### src/rtl/sd_pkg.sv
// rtl/sd_pkg.sv - shared SD constants, FSM state type and CRC7 step function
package sd_pkg;

    localparam logic [6:0] CRC7_POLY        = 7'h09;
    localparam int         SD_FRAME_W       = 48;
    localparam int         SD_PREAMBLE_CLKS = 80;

    localparam logic [5:0] CMD0  = 6'd0;
    localparam logic [5:0] CMD8  = 6'd8;
    localparam logic [5:0] CMD17 = 6'd17;

    typedef enum logic [1:0] {
        ST_IDLE,
        ST_PREAMBLE,
        ST_SHIFT,
        ST_FINISH
    } sd_state_e;

    // One MSB-first step of x^7 + x^3 + 1.
    function automatic logic [6:0] crc7_step(input logic [6:0] crc, input logic din);
        logic fb;
        fb = crc[6] ^ din;
        return {crc[5:0], 1'b0} ^ (fb ? CRC7_POLY : 7'h00);
    endfunction

endpackage

### src/rtl/sd_cmd_tx_if.sv
// rtl/sd_cmd_tx_if.sv - command request/status interface of the SD command transmitter
interface sd_cmd_tx_if;

    logic        start;
    logic [5:0]  cmd_index;
    logic [31:0] cmd_arg;
    logic        ready;
    logic        done;
    logic [6:0]  crc7;

    modport master (
        output start, cmd_index, cmd_arg,
        input  ready, done, crc7
    );

    modport slave (
        input  start, cmd_index, cmd_arg,
        output ready, done, crc7
    );

endinterface

### src/rtl/crc7_serial.sv
// rtl/crc7_serial.sv - bit-serial CRC7 register, shared by command TX and response checking
module crc7_serial
    import sd_pkg::*;
(
    input  logic       i_clk,
    input  logic       i_rst_n,
    input  logic       i_clear,
    input  logic       i_enable,
    input  logic       i_bit,
    output logic [6:0] o_crc
);

    logic [6:0] r_crc;

    always_ff @(posedge i_clk) begin
        if (!i_rst_n) begin
            r_crc <= '0;
        end else if (i_clear) begin
            r_crc <= '0;
        end else if (i_enable) begin
            r_crc <= crc7_step(r_crc, i_bit);
        end
    end

    assign o_crc = r_crc;

endmodule

### src/rtl/sd_cmd_tx.sv
// rtl/sd_cmd_tx.sv - SD command frame serializer with on-the-fly CRC7; SD_CMD_TX_PREAMBLE_EN adds the 80-clock power-up preamble
module sd_cmd_tx
    import sd_pkg::*;
#(
    parameter int DIV = 15
) (
    input  logic        i_clk,
    input  logic        i_rst_n,
    sd_cmd_tx_if.slave  s_req,
    output logic        o_sd_clk,
    output logic        o_sd_cmd
);

    localparam int                DIV_W    = (DIV > 1) ? $clog2(DIV) : 1;
    localparam logic [DIV_W-1:0]  DIV_LAST = DIV_W'(DIV - 1);
`ifdef SD_CMD_TX_PREAMBLE_EN
    localparam sd_state_e         RESET_STATE = ST_PREAMBLE;
`else
    localparam sd_state_e         RESET_STATE = ST_IDLE;
`endif

    sd_state_e          r_state;
    sd_state_e          w_state_next;
    logic [DIV_W-1:0]   r_div_cnt;
    logic               r_sd_clk;
    logic [47:0]        r_frame;
    logic [5:0]         r_bit_cnt;
    logic [6:0]         r_crc_shadow;
    logic [6:0]         w_crc;
    logic               w_run;
    logic               w_bit_end;
    logic               w_accept;
    logic               w_ready;
    logic               w_done;
    logic               w_crc_en;
    logic               w_crc_bit;
    logic               w_in_crc_field;
    logic               w_pre_last;

    assign w_run     = (r_state == ST_SHIFT) || (r_state == ST_PREAMBLE);
    // A bit (or preamble clock) ends on the last cycle of the SD_CLK high half.
    assign w_bit_end = w_run && r_sd_clk && (r_div_cnt == DIV_LAST);

`ifdef SD_CMD_TX_PREAMBLE_EN
    logic [6:0] r_pre_cnt;

    assign w_pre_last = (r_pre_cnt == 7'(SD_PREAMBLE_CLKS - 1));

    always_ff @(posedge i_clk) begin
        if (!i_rst_n) begin
            r_pre_cnt <= '0;
        end else if ((r_state == ST_PREAMBLE) && w_bit_end) begin
            r_pre_cnt <= r_pre_cnt + 7'd1;
        end
    end
`else
    assign w_pre_last = 1'b0;
`endif

    always_ff @(posedge i_clk) begin
        if (!i_rst_n) begin
            r_state <= RESET_STATE;
        end else begin
            r_state <= w_state_next;
        end
    end

    always_comb begin
        w_state_next = r_state;
        w_ready      = 1'b0;
        w_done       = 1'b0;
        w_accept     = 1'b0;
        unique case (r_state)
            ST_IDLE: begin
                w_ready = 1'b1;
                if (s_req.start) begin
                    w_accept     = 1'b1;
                    w_state_next = ST_SHIFT;
                end
            end
            ST_PREAMBLE: begin
                if (w_bit_end && w_pre_last) begin
                    w_state_next = ST_IDLE;
                end
            end
            ST_SHIFT: begin
                if (w_bit_end && (r_bit_cnt == 6'd0)) begin
                    w_state_next = ST_FINISH;
                end
            end
            ST_FINISH: begin
                w_ready = 1'b1;
                w_done  = 1'b1;
                if (s_req.start) begin
                    w_accept     = 1'b1;
                    w_state_next = ST_SHIFT;
                end else begin
                    w_state_next = ST_IDLE;
                end
            end
            default: w_state_next = RESET_STATE;
        endcase
    end

    // Divider restarts from the low half whenever the line is not being clocked.
    always_ff @(posedge i_clk) begin
        if (!i_rst_n) begin
            r_div_cnt <= '0;
            r_sd_clk  <= 1'b0;
        end else if (w_run) begin
            if (r_div_cnt == DIV_LAST) begin
                r_div_cnt <= '0;
                r_sd_clk  <= ~r_sd_clk;
            end else begin
                r_div_cnt <= r_div_cnt + 1'b1;
            end
        end else begin
            r_div_cnt <= '0;
            r_sd_clk  <= 1'b0;
        end
    end

    always_ff @(posedge i_clk) begin
        if (!i_rst_n) begin
            r_frame   <= '0;
            r_bit_cnt <= '0;
        end else if (w_accept) begin
            r_frame   <= {1'b0, 1'b1, s_req.cmd_index, s_req.cmd_arg, 7'b0, 1'b1};
            r_bit_cnt <= 6'(SD_FRAME_W - 1);
        end else if ((r_state == ST_SHIFT) && w_bit_end) begin
            r_frame   <= {r_frame[46:0], 1'b0};
            r_bit_cnt <= r_bit_cnt - 6'd1;
        end
    end

    // Over bits 7..1 the CRC register is fed its own MSB, which reduces to a plain left shift.
    assign w_in_crc_field = (r_bit_cnt != 6'd0) && (r_bit_cnt < 6'd8);
    assign w_crc_bit      = w_in_crc_field ? w_crc[6] : r_frame[47];
    assign w_crc_en       = (r_state == ST_SHIFT) && w_bit_end && (r_bit_cnt != 6'd0);

    crc7_serial u_crc7 (
        .i_clk    (i_clk),
        .i_rst_n  (i_rst_n),
        .i_clear  (w_accept),
        .i_enable (w_crc_en),
        .i_bit    (w_crc_bit),
        .o_crc    (w_crc)
    );

    // Capture the finished CRC on the first cycle of bit 7, before shifting destroys it.
    always_ff @(posedge i_clk) begin
        if (!i_rst_n) begin
            r_crc_shadow <= '0;
        end else if ((r_state == ST_SHIFT) && (r_bit_cnt == 6'd7) && !r_sd_clk
                     && (r_div_cnt == '0)) begin
            r_crc_shadow <= w_crc;
        end
    end

    assign o_sd_clk    = r_sd_clk;
    assign o_sd_cmd    = (r_state == ST_SHIFT) ? w_crc_bit : 1'b1;
    assign s_req.ready = w_ready;
    assign s_req.done  = w_done;
    assign s_req.crc7  = r_crc_shadow;

endmodule

### src/flat_wrapper.sv
// flat-port wrapper written by rule: the top's interface ports become plain ports
module sd_cmd_tx_flat import sd_pkg::*;
#(
    parameter int DIV = 15
)
  (i_clk, i_rst_n, o_sd_clk, o_sd_cmd, s_req_start, s_req_cmd_index, s_req_cmd_arg, s_req_ready, s_req_done, s_req_crc7);
  sd_cmd_tx_if s_req_i ();
  input  logic i_clk;
  input  logic i_rst_n;
  output logic o_sd_clk;
  output logic o_sd_cmd;
  input wire logic [$bits(s_req_i.start)-1:0] s_req_start;
  input wire logic [$bits(s_req_i.cmd_index)-1:0] s_req_cmd_index;
  input wire logic [$bits(s_req_i.cmd_arg)-1:0] s_req_cmd_arg;
  output wire logic [$bits(s_req_i.ready)-1:0] s_req_ready;
  output wire logic [$bits(s_req_i.done)-1:0] s_req_done;
  output wire logic [$bits(s_req_i.crc7)-1:0] s_req_crc7;
  assign s_req_i.start = s_req_start;
  assign s_req_i.cmd_index = s_req_cmd_index;
  assign s_req_i.cmd_arg = s_req_cmd_arg;
  assign s_req_ready = s_req_i.ready;
  assign s_req_done = s_req_i.done;
  assign s_req_crc7 = s_req_i.crc7;
  sd_cmd_tx #(.DIV(DIV)) u_core (.i_clk(i_clk), .i_rst_n(i_rst_n), .s_req(s_req_i), .o_sd_clk(o_sd_clk), .o_sd_cmd(o_sd_cmd));
endmodule
### config.mk
export PLATFORM = sky130hd
export DESIGN_NAME = sd_cmd_tx_flat
export DESIGN_NICKNAME = d
export VERILOG_FILES = /design/src/rtl/sd_pkg.sv /design/src/rtl/sd_cmd_tx_if.sv /design/src/rtl/crc7_serial.sv /design/src/rtl/sd_cmd_tx.sv /design/src/flat_wrapper.sv
export SDC_FILE = /design/constraint.sdc
export NUM_CORES = 1
export LEC_CHECK = 0
export CAP_MARGIN = 25
export CELL_PAD_IN_SITES_DETAIL_PLACEMENT = 1
export CELL_PAD_IN_SITES_GLOBAL_PLACEMENT = 1
export CORE_MARGIN = 3
export CORE_UTILIZATION = 48
export DETAILED_ROUTE_END_ITERATION = 8
export DONT_BUFFER_PORTS = 1
export GPL_TIMING_DRIVEN = 0
export HOLD_SLACK_MARGIN = 0.12
export PLACE_DENSITY = 0.8
export SYNTH_ARGS = -nofsm -noshare
export SYNTH_HDL_FRONTEND = slang
export SYNTH_SLANG_ARGS = --single-unit
### constraint.sdc
create_clock -name i_clk -period 2.3 [get_ports i_clk]
set_input_delay 0.23 -clock i_clk [delete_from_list [all_inputs] [get_ports i_clk]]
set_output_delay 0.23 -clock i_clk [all_outputs]
set_load 0.005 [all_outputs]
# == Word level (Yosys, flattened, before mapping) ==
# Cells that the tools add are included.
# totals
ff_bits,75
inputBits,41
out_inout_bits,11
elab_cells,61
# classes
n_addsub,2
order_cmp,1
n_eq_ne,7
muxes,15
bitwise,6
n_reduce_logical,21
# ops
operator,count
47-bit two-way mux,2
6-bit two-way mux,2
1-bit logical AND,9
7-bit by 4-bit bitwise XOR with 7-bit output,1
6-bit by 3-bit == test with 1-bit output (second input constant),1
6-bit zero test,1
6-bit by 4-bit < comparator with 1-bit output (second input constant),1
1-bit two-way mux,6
2-bit two-way mux,3
2-bit one-hot mux with 3 select lines,1
6-bit nonzero test,1
6-bit by 1-bit subtractor with 6-bit output (second input constant),1
4-bit by 1-bit adder with 4-bit output (second input constant),1
2-bit == test (second input constant),2
4-bit == test (second input constant),1
4-bit zero test,1
4-bit two-way mux,1
2-bit inequality test (second input constant),2
1-bit NOT,4
2-bit OR reduction,2
3-bit AND reduction,1
3-bit OR reduction,1
2-bit by 1-bit == test with 1-bit output (second input constant),1
2-bit zero test,1
5 further kinds,5

# == Logic depth before layout (Yosys ltp) ==
# depth
word_depth,7
depth_mapped,9
depth_no_buf,6

# == Hierarchy ==
# A second synthesis with hierarchy kept.
# unflattened
cells_unflattened,381
area_unflattened_um2,3483.3
# by_module_without_submodules
mod,instances,cells_per_inst,area_each_um2,seq_area_each_um2
sd_cmd_tx,1,353,3196.8,1361.3
crc7_serial,1,28,286.5,140.1

# == Least setup slack after synthesis ==
# OpenSTA, ideal clock, no wires.
# synth_timing
path_kind,register -> register
startpoint,register u_core.r_state[0]
endpoint,register u_core.r_frame[42]
setup_ns,0.070
t_arrival_ns,1.714
t_required_ns,2.230
setup_slack_ns,0.516
stages_incl_launch_ff,9
n_path_buf,2
synth_period_minus_slack_ns,1.784
cell_sequence,dfxtp_1 -> inv_1 -> ha_1 -> and2_1 -> a31oi_1 -> buf_2 -> buf_2 -> nand2_1 -> a21boi_1
# synth_via
elab_chain_len,6
word_cells_on_any_way,12
cone_classes,3 x eq/ne; 2 x mux; 7 x reduce/logical
# synth_lines
item,line,rtl
"start, declared",sd_cmd_tx.sv:22,sd_state_e r_state;
"start signal, assigned",sd_cmd_tx.sv:64,r_state <= w_state_next;
2-bit == test or 2-bit by 1-bit == test with 1-bit output (tied branches),"sd_cmd_tx.sv:40, sd_cmd_tx.sv:130",
1-bit logical OR,sd_cmd_tx.sv:40,assign w_run = (r_state == ST_SHIFT) || (r_state == ST_PREAMBLE);
1-bit logical AND (2 in series),sd_cmd_tx.sv:42,assign w_bit_end = w_run && r_sd_clk && (r_div_cnt == DIV_LAST);
1-bit logical AND,sd_cmd_tx.sv:130,end else if ((r_state == ST_SHIFT) && w_bit_end) begin
2-bit nonzero test (no source line),--,
"end signal, assigned",sd_cmd_tx.sv:128,"r_frame <= {1'b0, 1'b1, s_req.cmd_index, s_req.cmd_arg, 7'b0, 1'b1};"
"end signal, assigned",sd_cmd_tx.sv:131,"r_frame <= {r_frame[46:0], 1'b0};"
"end, declared",sd_cmd_tx.sv:26,logic [47:0] r_frame;
# Several ways; a longest one is shown, not always the timed one.
# A chain may end at the register's enable or synchronous reset.

# == Worst setup path after layout ==
# layout_timing
startpoint,register u_core.r_state[0]
endpoint,register u_core.r_frame[38]
# The elaborated chain is that of the path after synthesis.

==> flow_metrics.env <==
export IMPL_status="finished, final reports clean"
export IMPL_setup_tns_ns=0
export IMPL_end_kind="register"
export IMPL_nets=448
export IMPL_clk_pin_slew_ns=0.07
export IMPL_htree_levels=3
export IMPL_r2r_start="u_core.r_state[0]"
export IMPL_relSlewSlack=0.6464
export IMPL_maxCapViolations=0
export IMPL_crit_arrival_ns=2.35
export IMPL_io_pins=52
export IMPL_die_w_um=88.42
export IMPL_detail_route_antenna_nets=0
export IMPL_post_synth_top_area_fraction=0.4605
export IMPL_synth_compound_area_frac=0.2195
export IMPL_reg2regPathDepth=8
export IMPL_cts_buffers=9
export IMPL_seq_area_frac_synth=0.4605
export IMPL_globalplace_congestion=0.7260
export IMPL_min_period_over_period=0.9002
export IMPL_r2r_end="u_core.r_frame[38]"
export IMPL_skew_ns=0.01227
export IMPL_rsz0062_at_grt="false"
export IMPL_netlist_instances=349
export IMPL_cp_num_buf_inv=3
export IMPL_synthFlopType="dfxtp_1"
export IMPL_synth_fa_ha_area_frac=0.04221
export IMPL_rows=29
export IMPL_grt_pass1_wl_um=13720
export IMPL_pre_cts_ws_ns=0.03152
export IMPL_cp_slowest_cell="ha_1"
export IMPL_clk_latency_ns=0.35
export IMPL_yosys_register_bits=75
export IMPL_slowest_delay_ns=0.39
export IMPL_grt_overflow=0
export IMPL_clock_path_buffers=2
export IMPL_drive_above_1_share=0.09476
export IMPL_powerDensity_nw_per_um2=805.8
export IMPL_fmax_ghz=0.4830
export IMPL_startpoint="u_core.r_state[0]"
export IMPL_cts_root_buf="clkbuf_8"
export IMPL_path_delay_family="buffers and inverters"
export IMPL_post_route_min_period_ns=2.070
export IMPL_diodes=0
export IMPL_critPathLaunchType="register"
export IMPL_synth_simple_area_share=0.1708
export IMPL_crit_chain="inv_1, ha_1, and2_1, a31oi_2, buf_4, clkbuf_4, nand2_1, a21boi_1"
export IMPL_cts_sinks=75
export IMPL_hold_viol=0
export IMPL_hold_path_class="input port to register"
export IMPL_async_flop_share=0
export IMPL_wl_per_cell_um=17.18
export IMPL_ys_types=40
export IMPL_die_y_um=88.42
export IMPL_avgSynthCellArea_um2=9.343
export IMPL_vias_per_cell=5.621
export IMPL_yosys_top_cells_area="dfxtp_1 46%, a21boi_1 9.4%, a22oi_1 8.7%"
export IMPL_ff_latch_area_um2=1501
export IMPL_portBuffers=0
export IMPL_drc=0
export IMPL_cp_max_fo=10
export IMPL_start_util=0.5048
export IMPL_synth_xor_area_share=0.02417
export IMPL_holdCritStartpoint="s_req_cmd_arg[3]"
export IMPL_leakage_nw=1.463
export IMPL_whs_path_depth=2
export IMPL_grt_pass1_vias=2875
export IMPL_cp_required_ns=2.58
export IMPL_antenna_found_initial=0
export IMPL_multi_input_area_um2=1638
export IMPL_worstSetupPathType="register to register"
export IMPL_drt_total_wl_um=8211
export IMPL_nFillCells=728
export IMPL_setup_viol=0
export IMPL_synth_edf_count=0
export IMPL_area_growth_pct=21.64
export IMPL_synth_common_cells="75 x dfxtp_1, 61 x nand2_1, 41 x a21boi_1, 38 x a22oi_1, 16 x nor2_1"
export IMPL_grt_max_degree=14
export IMPL_drtIter0Drc=105
export IMPL_synth_top_family_by_area="compound AO/OA/AOI/OAI gates"
export IMPL_power_total_mw=3.196
export IMPL_hpwl_um=5288
export IMPL_synth_fp_nets=401
export IMPL_yosysTopAreaCell="dfxtp_1"
export IMPL_num_vias=2687
export IMPL_worst_slew_pin_slew_ns=0.5305
export IMPL_ir_drop_v=0.0005015
export IMPL_yosysMostFrequentCell="dfxtp_1"
export IMPL_dr_pass1_iters=5
export IMPL_finalWorstSetupSlack_ns=0.2296
export IMPL_cp_depth=8
export IMPL_synthesis_area_um2=3261
export IMPL_holdPathEnd="u_core.r_frame[11]"
export IMPL_regToRegSetupSlack_ns=0.23
export IMPL_gr_usage_all_layers=0.2268
export IMPL_dieArea_um2=7818
export IMPL_ys_warn_count=0
export IMPL_finalMaxSlewViolations=0
export IMPL_synthMuxAreaShare=0.04298
export IMPL_core_um2=6459
export IMPL_cts_tree="yes"
export IMPL_postLayoutCoreUtil=0.6141
[kinds of logic after synthesis]
kind of cell / after synthesis
AND/OR/NAND/NOR: 112
flip-flops: 75
XOR/XNOR: 9
adder cells (fa/ha/maj): 11
multiplexers: 14
AO/OA/AOI/OAI: 97
buffers and inverters: 31
[where the power goes]
group	leakage (nW)	internal, mW	total, mW	switching (mW)
clock	0.108	0.640	1.13	0.494
sequential	0.612	1.41	1.48	0.0764
combinational	0.743	0.245	0.577	0.332
total	1.46	2.29	3.20	0.902
[metrics by stage]
step / area [um^2] / hold WS, ns / cells
6_report: 3966 / 0.1300 / 478
5_1_grt: 3966 / 0.1350 / 478
4_1_cts: 3960 / 0.1250 / 479
3_5_place_dp: 3357 / 0.4393 / 426
3_3_place_gp: 3357 / 0.4303 / 426
2_1_floorplan: 3261 / 0.4265 / 349
[layout make-up]
cell class                 instances  area share
buffer                            21     0.02524
clock buffer                      10     0.03470
clock inverter                     6     0.02240
inverter                           9    0.008517
multi-input combinational        243      0.4129
sequential                        75      0.3785
tap                               77     0.02429
timing repair buffer              37     0.09338
[sequential cells by signal, indices dropped and copies added, names as in the netlist]
name	flops
u_core.r_div_cnt	4
u_core.r_bit_cnt	6
u_core.s_req.crc7	7
u_core.r_frame	48
u_core.o_sd_clk	1
u_core.r_state	2
u_core.u_crc7.o_crc	7
[worst reg2reg max path, delay by kind of cell (launching register included)]
kind	cells	cell delay, ns
buf+inv	3	0.54
compound gates	2	0.40
fa+ha+maj	1	0.39
flops	1	0.38
simple gates	2	0.32
[timing repair]
| action | 4_1_cts | 5_1_grt |
|---|---|---|
| endpoints found under the hold margin | 37 | 0 |
| hold buffers | 37 | 0 |
| endpoints found under the setup margin | 10 | 39 |
| gates cloned | 0 | 0 |
| setup buffers | 0 | 0 |
| resized for setup | 1 | 8 |
[per-layer routing]
metal  track usage  part of all wire
met2        0.3691              0.49
met5             0                 0
met1        0.2965              0.46
met4       0.07830             0.015
met3       0.05214             0.036
[layout by cell type, fill, tap and decap left out, types with 2 or more instances in the layout]
cell | netlist | final
and3_1 | 3 | 3
buf_2 | 8 | 6
xnor2_1 | 8 | 8
dfxtp_1 | 75 | 75
nand2_1 | 61 | 61
nand4_1 | 2 | 2
a22oi_1 | 38 | 38
a21oi_1 | 10 | 10
clkbuf_2 | 0 | 2
clkinvlp_4 | 0 | 2
bufinv_16 | 0 | 2
mux2i_1 | 14 | 14
nor2_1 | 16 | 16
nand3_1 | 5 | 5
buf_4 | 1 | 2
dlygate4sd3_1 | 0 | 37
o21ai_0 | 2 | 2
clkbuf_1 | 13 | 10
clkbuf_8 | 0 | 10
a21boi_1 | 41 | 41
nand2b_1 | 2 | 2
inv_1 | 9 | 9
nor2b_1 | 9 | 8
ha_1 | 11 | 11
[worst max-delay path by stage]
| stage | endpoint | slack (ns) |
|---|---|---|
| 2_1_floorplan | u_core.r_frame[42] | 0.52 |
| 3_3_place_gp | u_core.r_frame[41] | 0.07 |
| 3_5_place_dp | u_core.r_frame[8] | 0.03 |
| 4_1_cts | u_core.r_frame[8] | 0.03 |
| 5_1_grt | u_core.r_frame[46] | 0.04 |
| 6_report | u_core.r_frame[38] | 0.23 |
No activity file was read; power rests on OpenSTA's default activity.
